## src/rtl/cpu_seq.sv

```systemverilog
// Multi-cycle fetch/decode/execute sequencer for the 8-bit CPU: owns pc, IR, zf
// and the ALU result register, and steers the external ALU, register file and memories.
module cpu_seq #(
    parameter logic [7:0] RESET_PC = 8'h00
) (
    input  logic        clk,
    input  logic        rst_n,
    output logic        imem_req,
    output logic [7:0]  imem_addr,
    input  logic        imem_ack,
    input  logic [15:0] imem_rdata,
    output logic [1:0]  rf_ra,
    output logic [1:0]  rf_rb,
    output logic        rf_we,
    output logic [1:0]  rf_wa,
    output logic        rf_wsel,
    output logic [3:0]  alu_op,
    output logic        alu_in0_sel,
    output logic        alu_in1_sel,
    input  logic [7:0]  alu_out,
    input  logic        alu_zf,
    output logic        dmem_req,
    output logic        dmem_we,
    output logic [7:0]  dmem_addr,
    input  logic        dmem_ack,
    output logic [7:0]  pc,
    output logic        zf,
    output logic        halted
);
    localparam logic [3:0] OP_AND   = 4'h0, OP_OR    = 4'h1, OP_ADD  = 4'h2, OP_SUB  = 4'h3,
                           OP_CMP   = 4'h4, OP_ADDI  = 4'h5, OP_SUBI = 4'h6, OP_CMPI = 4'h7,
                           OP_LOAD  = 4'h8, OP_STORE = 4'h9, OP_LI   = 4'hA, OP_JMP  = 4'hB,
                           OP_JNZ   = 4'hC, OP_JMPR  = 4'hD;

    typedef enum logic [2:0] {IDLE, FETCH, DECODE, EXEC, MEM, WB, HALT} state_t;

    state_t      state, state_nx;
    logic [15:0] ir;
    logic [7:0]  res;
    logic [7:0]  pc_nx;

    logic [3:0] op;
    logic [1:0] rd, rs;
    logic [7:0] imm;
    assign op  = ir[15:12];
    assign rd  = ir[11:10];
    assign rs  = ir[9:8];
    assign imm = ir[7:0];

    // Opcode classes follow the encoding order: register ops first, then the zf writers.
    logic is_reg_op, writes_zf, legal, is_mem, no_wb;
    assign is_reg_op = (op <= OP_CMP);
    assign writes_zf = (op <= OP_CMPI);
    assign legal     = (op <= OP_JMPR);
    assign is_mem    = (op == OP_LOAD) || (op == OP_STORE);
    assign no_wb     = op inside {OP_JMP, OP_JNZ, OP_JMPR, OP_CMP, OP_CMPI};

    assign imem_addr = pc;
    assign dmem_addr = res;

    // JNZ looks at zf as it stood before this instruction.
    always_comb begin
        pc_nx = pc + 8'd1;
        case (op)
            OP_JMP:  pc_nx = imm;
            OP_JMPR: pc_nx = pc + imm;
            OP_JNZ:  if (!zf) pc_nx = imm;
            default: ;
        endcase
    end

    always_ff @(posedge clk or negedge rst_n) begin
        if (!rst_n) begin
            state <= IDLE;
            ir    <= '0;
            pc    <= RESET_PC;
            zf    <= 1'b0;
            res   <= '0;
        end else begin
            state <= state_nx;
            if (state == FETCH && imem_ack) ir <= imem_rdata;
            if (state == EXEC) begin
                res <= alu_out;
                pc  <= pc_nx;
                if (writes_zf) zf <= alu_zf;
            end
        end
    end

    always_comb begin
        state_nx    = state;
        imem_req    = 1'b0;
        rf_ra       = '0;
        rf_rb       = '0;
        rf_we       = 1'b0;
        rf_wa       = '0;
        rf_wsel     = 1'b0;
        alu_op      = '0;
        alu_in0_sel = 1'b0;
        alu_in1_sel = 1'b0;
        dmem_req    = 1'b0;
        dmem_we     = 1'b0;
        halted      = 1'b0;
        case (state)
            IDLE:  state_nx = FETCH;
            FETCH: begin
                imem_req = 1'b1;
                if (imem_ack) state_nx = DECODE;
            end
            DECODE: begin
                rf_ra    = rs;
                rf_rb    = rd;
                state_nx = legal ? EXEC : HALT;
            end
            EXEC: begin
                rf_ra       = rs;
                rf_rb       = rd;
                alu_op      = op;
                alu_in0_sel = !is_reg_op;
                alu_in1_sel = (op == OP_JMPR);
                if (is_mem)     state_nx = MEM;
                else if (no_wb) state_nx = FETCH;
                else            state_nx = WB;
            end
            MEM: begin
                rf_ra    = rs;
                rf_rb    = rd;
                dmem_req = 1'b1;
                dmem_we  = (op == OP_STORE);
                if (dmem_ack) state_nx = (op == OP_LOAD) ? WB : FETCH;
            end
            WB: begin
                rf_ra    = rs;
                rf_rb    = rd;
                rf_we    = 1'b1;
                rf_wa    = rd;
                rf_wsel  = (op == OP_LOAD);
                state_nx = FETCH;
            end
            HALT:    halted = 1'b1;
            default: state_nx = IDLE;
        endcase
    end
endmodule

```

## config.mk

```make
export PLATFORM = sky130hd
export DESIGN_NAME = cpu_seq
export DESIGN_NICKNAME = d
export VERILOG_FILES = /design/src/rtl/cpu_seq.sv
export SDC_FILE = /design/constraint.sdc
export NUM_CORES = 1
export LEC_CHECK = 0
export CAP_MARGIN = 10
export CORE_ASPECT_RATIO = 1.4
export CORE_MARGIN = 2
export CORE_UTILIZATION = 50
export CTS_CLUSTER_DIAMETER = 80
export DETAILED_ROUTE_END_ITERATION = 8
export PLACE_DENSITY = 0.85
export SYNTH_ARGS = -nofsm -noshare
export SYNTH_HDL_FRONTEND = slang
export SYNTH_SLANG_ARGS = --single-unit
```

## constraint.sdc

```tcl
create_clock -name clk -period 4.78 [get_ports clk]
set_input_delay 0.478 -clock clk [delete_from_list [all_inputs] [get_ports clk]]
set_output_delay 0.478 -clock clk [all_outputs]
set_load 0.02 [all_outputs]
```

==> results.md <==
* Status: finished, final reports clean
* Asr flop ratio synth at 100.0%
* CP max-delay cell: clkdlybuf4s50_1
* Top Usage Layer GRT: met2
* Average size of a mapped cell at 9.366 sq um
* # Max-Cap Violations at 0
* Worst EP arrival at between 2 and 2.5 ns
* Number of setup buffers added after CTS at 0
* CTS Hold Buffers Added at 0
* Final setup violation count at 0
* Mapped Cells at 245
* WL/cell at 14.77 um
* DPL Wire Length at approximately 4000 um
* Initial core utilization at between 50% and 60%
* Post-DRT Antenna Nets at 0
* Worst-case vdd ir drop at 0.0003725 V
* Critical Path RT at 4.30 ns
* RSZ-0062 raised after global routing: false
* CTS tree: done
* Pleak at about 1.3 nW
* Mapped Nets at 284
* Power Dens Cells at 683.3 mW/mm^2
* Die area at 0.005155 sq mm
* Fin crit period at 2.673 ns
* Cell variety after synth at 57
* Clock Sinks at 36
* Grt met2 use at 37.62%
* Area contributors post-synth: dfrtp_1 (39%), nand2_1 (5.9%), mux2_2 (5.9%)
* Final Max Slew Viols at 0
* Clock Power Share at 10.5%
* Yosys Warn Count at 0
* Via/cell ratio at between 5 and 6
* Switching portion of total power at 44.11%
* M3 GR Usage at around 2.8%
* P_int at 0.001158 W
* Max Fclk at ~0.37 GHz
* Crit Path Class: register to primary output
* FILL cells at 342
* CTS buffer count at 5
* CP Max Fanout at 22
* Fin worst setup slack at 2.107 ns
* Hold/Removal Path Class: input pin to async pin
* H-tree depth at 2
* CTS resizes at 0
* Vias at 2040
* Total gr overflow at 0
* Port bufs at 71
* Area grow syn2layout at 32.17%
* Clk_lat worst skew at approximately 0.28 ns
* Psw at 0.0009141 W
* Vias in the first global route at 2003
* Post-Route Skew at 0.004996 ns
* Layout cell share with drive strength beyond 1 at between 10% and 20%
* First-pass GRT wire length at 9121 um
* Share of the synthesized area in the top cell type at 39.26%
* Pre-CTS setup slack at around 2.4 ns
* Buf+Inv Stages, Crit Path at 1
* Crit. End Element: primary output
* CP Cell Sequence: or2b_4 > or2_4 > nor2_1 > clkdlybuf4s50_1
* Die Y at 84.16 um
* Worst setup SP type: register
* Initial antenna violation count at 0
* Setup TNS at 0 ns
* Fin. Hold Viols at 0
* Synth Flop Type: dfrtp_1
* Row cnt at 29
* Core ar. at 0.004463 sq mm
* Post-synthesis sequential area ratio at 39.26%
* Measured slew at the worst slew-check pin at approximately 0.8 ns
* Clock root cell: clkbuf_8
* Starting DRT DRC Count at 78
* Inserted Diodes at 0
* Detailed Route WL at 5450 um
* Leading area contributor after synthesis: dfrtp_1
* Family with the most delay on the worst path: simple AND/OR/NAND/NOR gates
* GP Congestion at just under 0.9
* Worst-path clk slew at roughly 0.070 ns
* Seq pwr share at a little under a third
* Clock tree buffer depth at 2
* Logic pwr share at about 59%
* Slew HR at around 47%
* Grt met1 use at 29.48%
* Cell area after synthesis at 0.002295 sq mm
* DRC viols at 0
* Die width at ~60 um
* Seq cells post-synth at 36
* Fin crit share at around 56%
* GRT Util Overall at 22.97%
* Maximum number of pins on one net before global-route repair at 37
* Max incr delay on CP at 0.62 ns
* Drt first pass iters at 4
* Top Ports at slightly above 70
* Final Net Count at 345
* Number of flops mapped to enable cells by yosys at 0
==> logic make-up after synthesis <==
| logic type | count (synthesis) | synth area share, % |
|---|---|---|
| xor gates and xnor gates | 5 | 1.909 |
| AOI/OAI and AO/OA | 61 | 17.83 |
| adders and majority gates | 10 | 5.780 |
| and+or+nand+nor | 92 | 20.83 |
| DFF | 36 | 39.26 |
| muxes | 13 | 6.543 |
| buffers and inverters | 28 | 7.851 |
==> flip-flops by register name, summed over array words and instances, names as in the netlist <==
name and flops:
state 3, ir 16, imem_addr 8, dmem_addr 8, zf 1
==> power groups by stage <==
stage                     Combinational [W]  Sequential, W  Clock, W
after floorplan                    0.000828       0.000640         0
after global placement              0.00119       0.000631         0
after detailed placement            0.00122       0.000640         0
after CTS                           0.00122       0.000636  0.000223
after global routing                0.00134       0.000661  0.000239
final                               0.00122       0.000637  0.000218
==> layout make-up <==
cell class	instances	area [sq um]	area share [%]
clock buffers	8	90.09	2.970
inverters	10	37.54	1.238
multi-input cells	181	1214	40.02
flip-flops and latches	36	900.9	29.70
well taps	62	77.57	2.558
repair buffers	72	713.2	23.51
==> worst reg2reg max path: cells and delay by family (launching register included) <==
kind,cells,cell delay [ns]
compound gates,4,0.61
fa+ha+maj,2,0.66
buf+inv,1,0.07
flops,1,0.49
simple gates,2,0.33
==> path summary, 6_finish.rpt <==
kind	startpoint	endpoint	slack, ns	depth (start not counted)
setup reg to reg	imem_addr[0]	imem_addr[6]	2.50	9
min in group clk	dmem_addr[4]	dmem_addr[4]	0.47	2
max in group asynchronous	rst_n	imem_addr[5]	4.00	1
hold reg to reg	dmem_addr[4]	dmem_addr[4]	0.47	2
hold / removal	rst_n	dmem_addr[7]	0.28	1
setup / recovery	state[2]	alu_in1_sel	2.11	4
==> synthesized netlist by cell type, types with 2 or more instances <==
library cell   n
dfrtp_1       36
nand2_1       36
nor2_1        17
o21ai_0       17
a21oi_1       12
mux2_2        12
inv_1         10
buf_4          9
ha_1           9
and2_1         8
and3_1         5
buf_2          5
o31ai_1        5
nand3_1        4
a21o_1         3
a22oi_1        3
o21a_1         3
xnor2_1        3
a211oi_1       2
a221oi_1       2
a31oi_1        2
nand2b_1       2
nand4_1        2
nor2b_1        2
nor4b_1        2
or3_1          2
xor2_1         2
==> layout by cell type (no fill, tap or decap), types with 2 or more instances in the layout <==
master           Yosys  layout
a22oi_1              3       3
nand3_1              4       4
nand2_1             36      36
a31oi_1              2       2
dfrtp_1             36      36
ha_1                 9       9
nor4b_1              2       2
and2_1               8       8
a21oi_1             12      12
o21a_1               3       3
inv_1               10      10
clkbuf_1             1       2
clkbuf_8             0       6
a211oi_1             2       2
nand4_1              2       2
o31ai_1              5       5
xnor2_1              3       3
nand2b_1             2       2
nor2b_1              2       2
mux2_2              12      12
xor2_1               2       2
a221oi_1             2       2
and3_1               5       5
o21ai_0             17      17
clkdlybuf4s50_1      0      70
or3_1                2       2
a21o_1               3       3
nor2_1              17      17
==> metrics by stage <==
step,hold slack [ns],cells,power (W),utilization [%],area [sq um]
floorplan,0.1824,245,0.001468,-,2295
global placement,0.4584,361,0.001817,65.94,2943
detailed placement,0.4620,361,0.001856,65.94,2943
CTS,0.3079,369,0.002082,67.96,3033
global route,0.3433,369,0.002238,67.96,3033
finish,0.2774,369,0.002072,67.96,3033
==> metal layers <==
layer  vias up  share of wire [%]
met5         -                  0
met4         0                2.9
met3        14                3.8
met2        64                 53
met1       985                 41
li1        977                  -
Power figures use the tool's default switching activity.
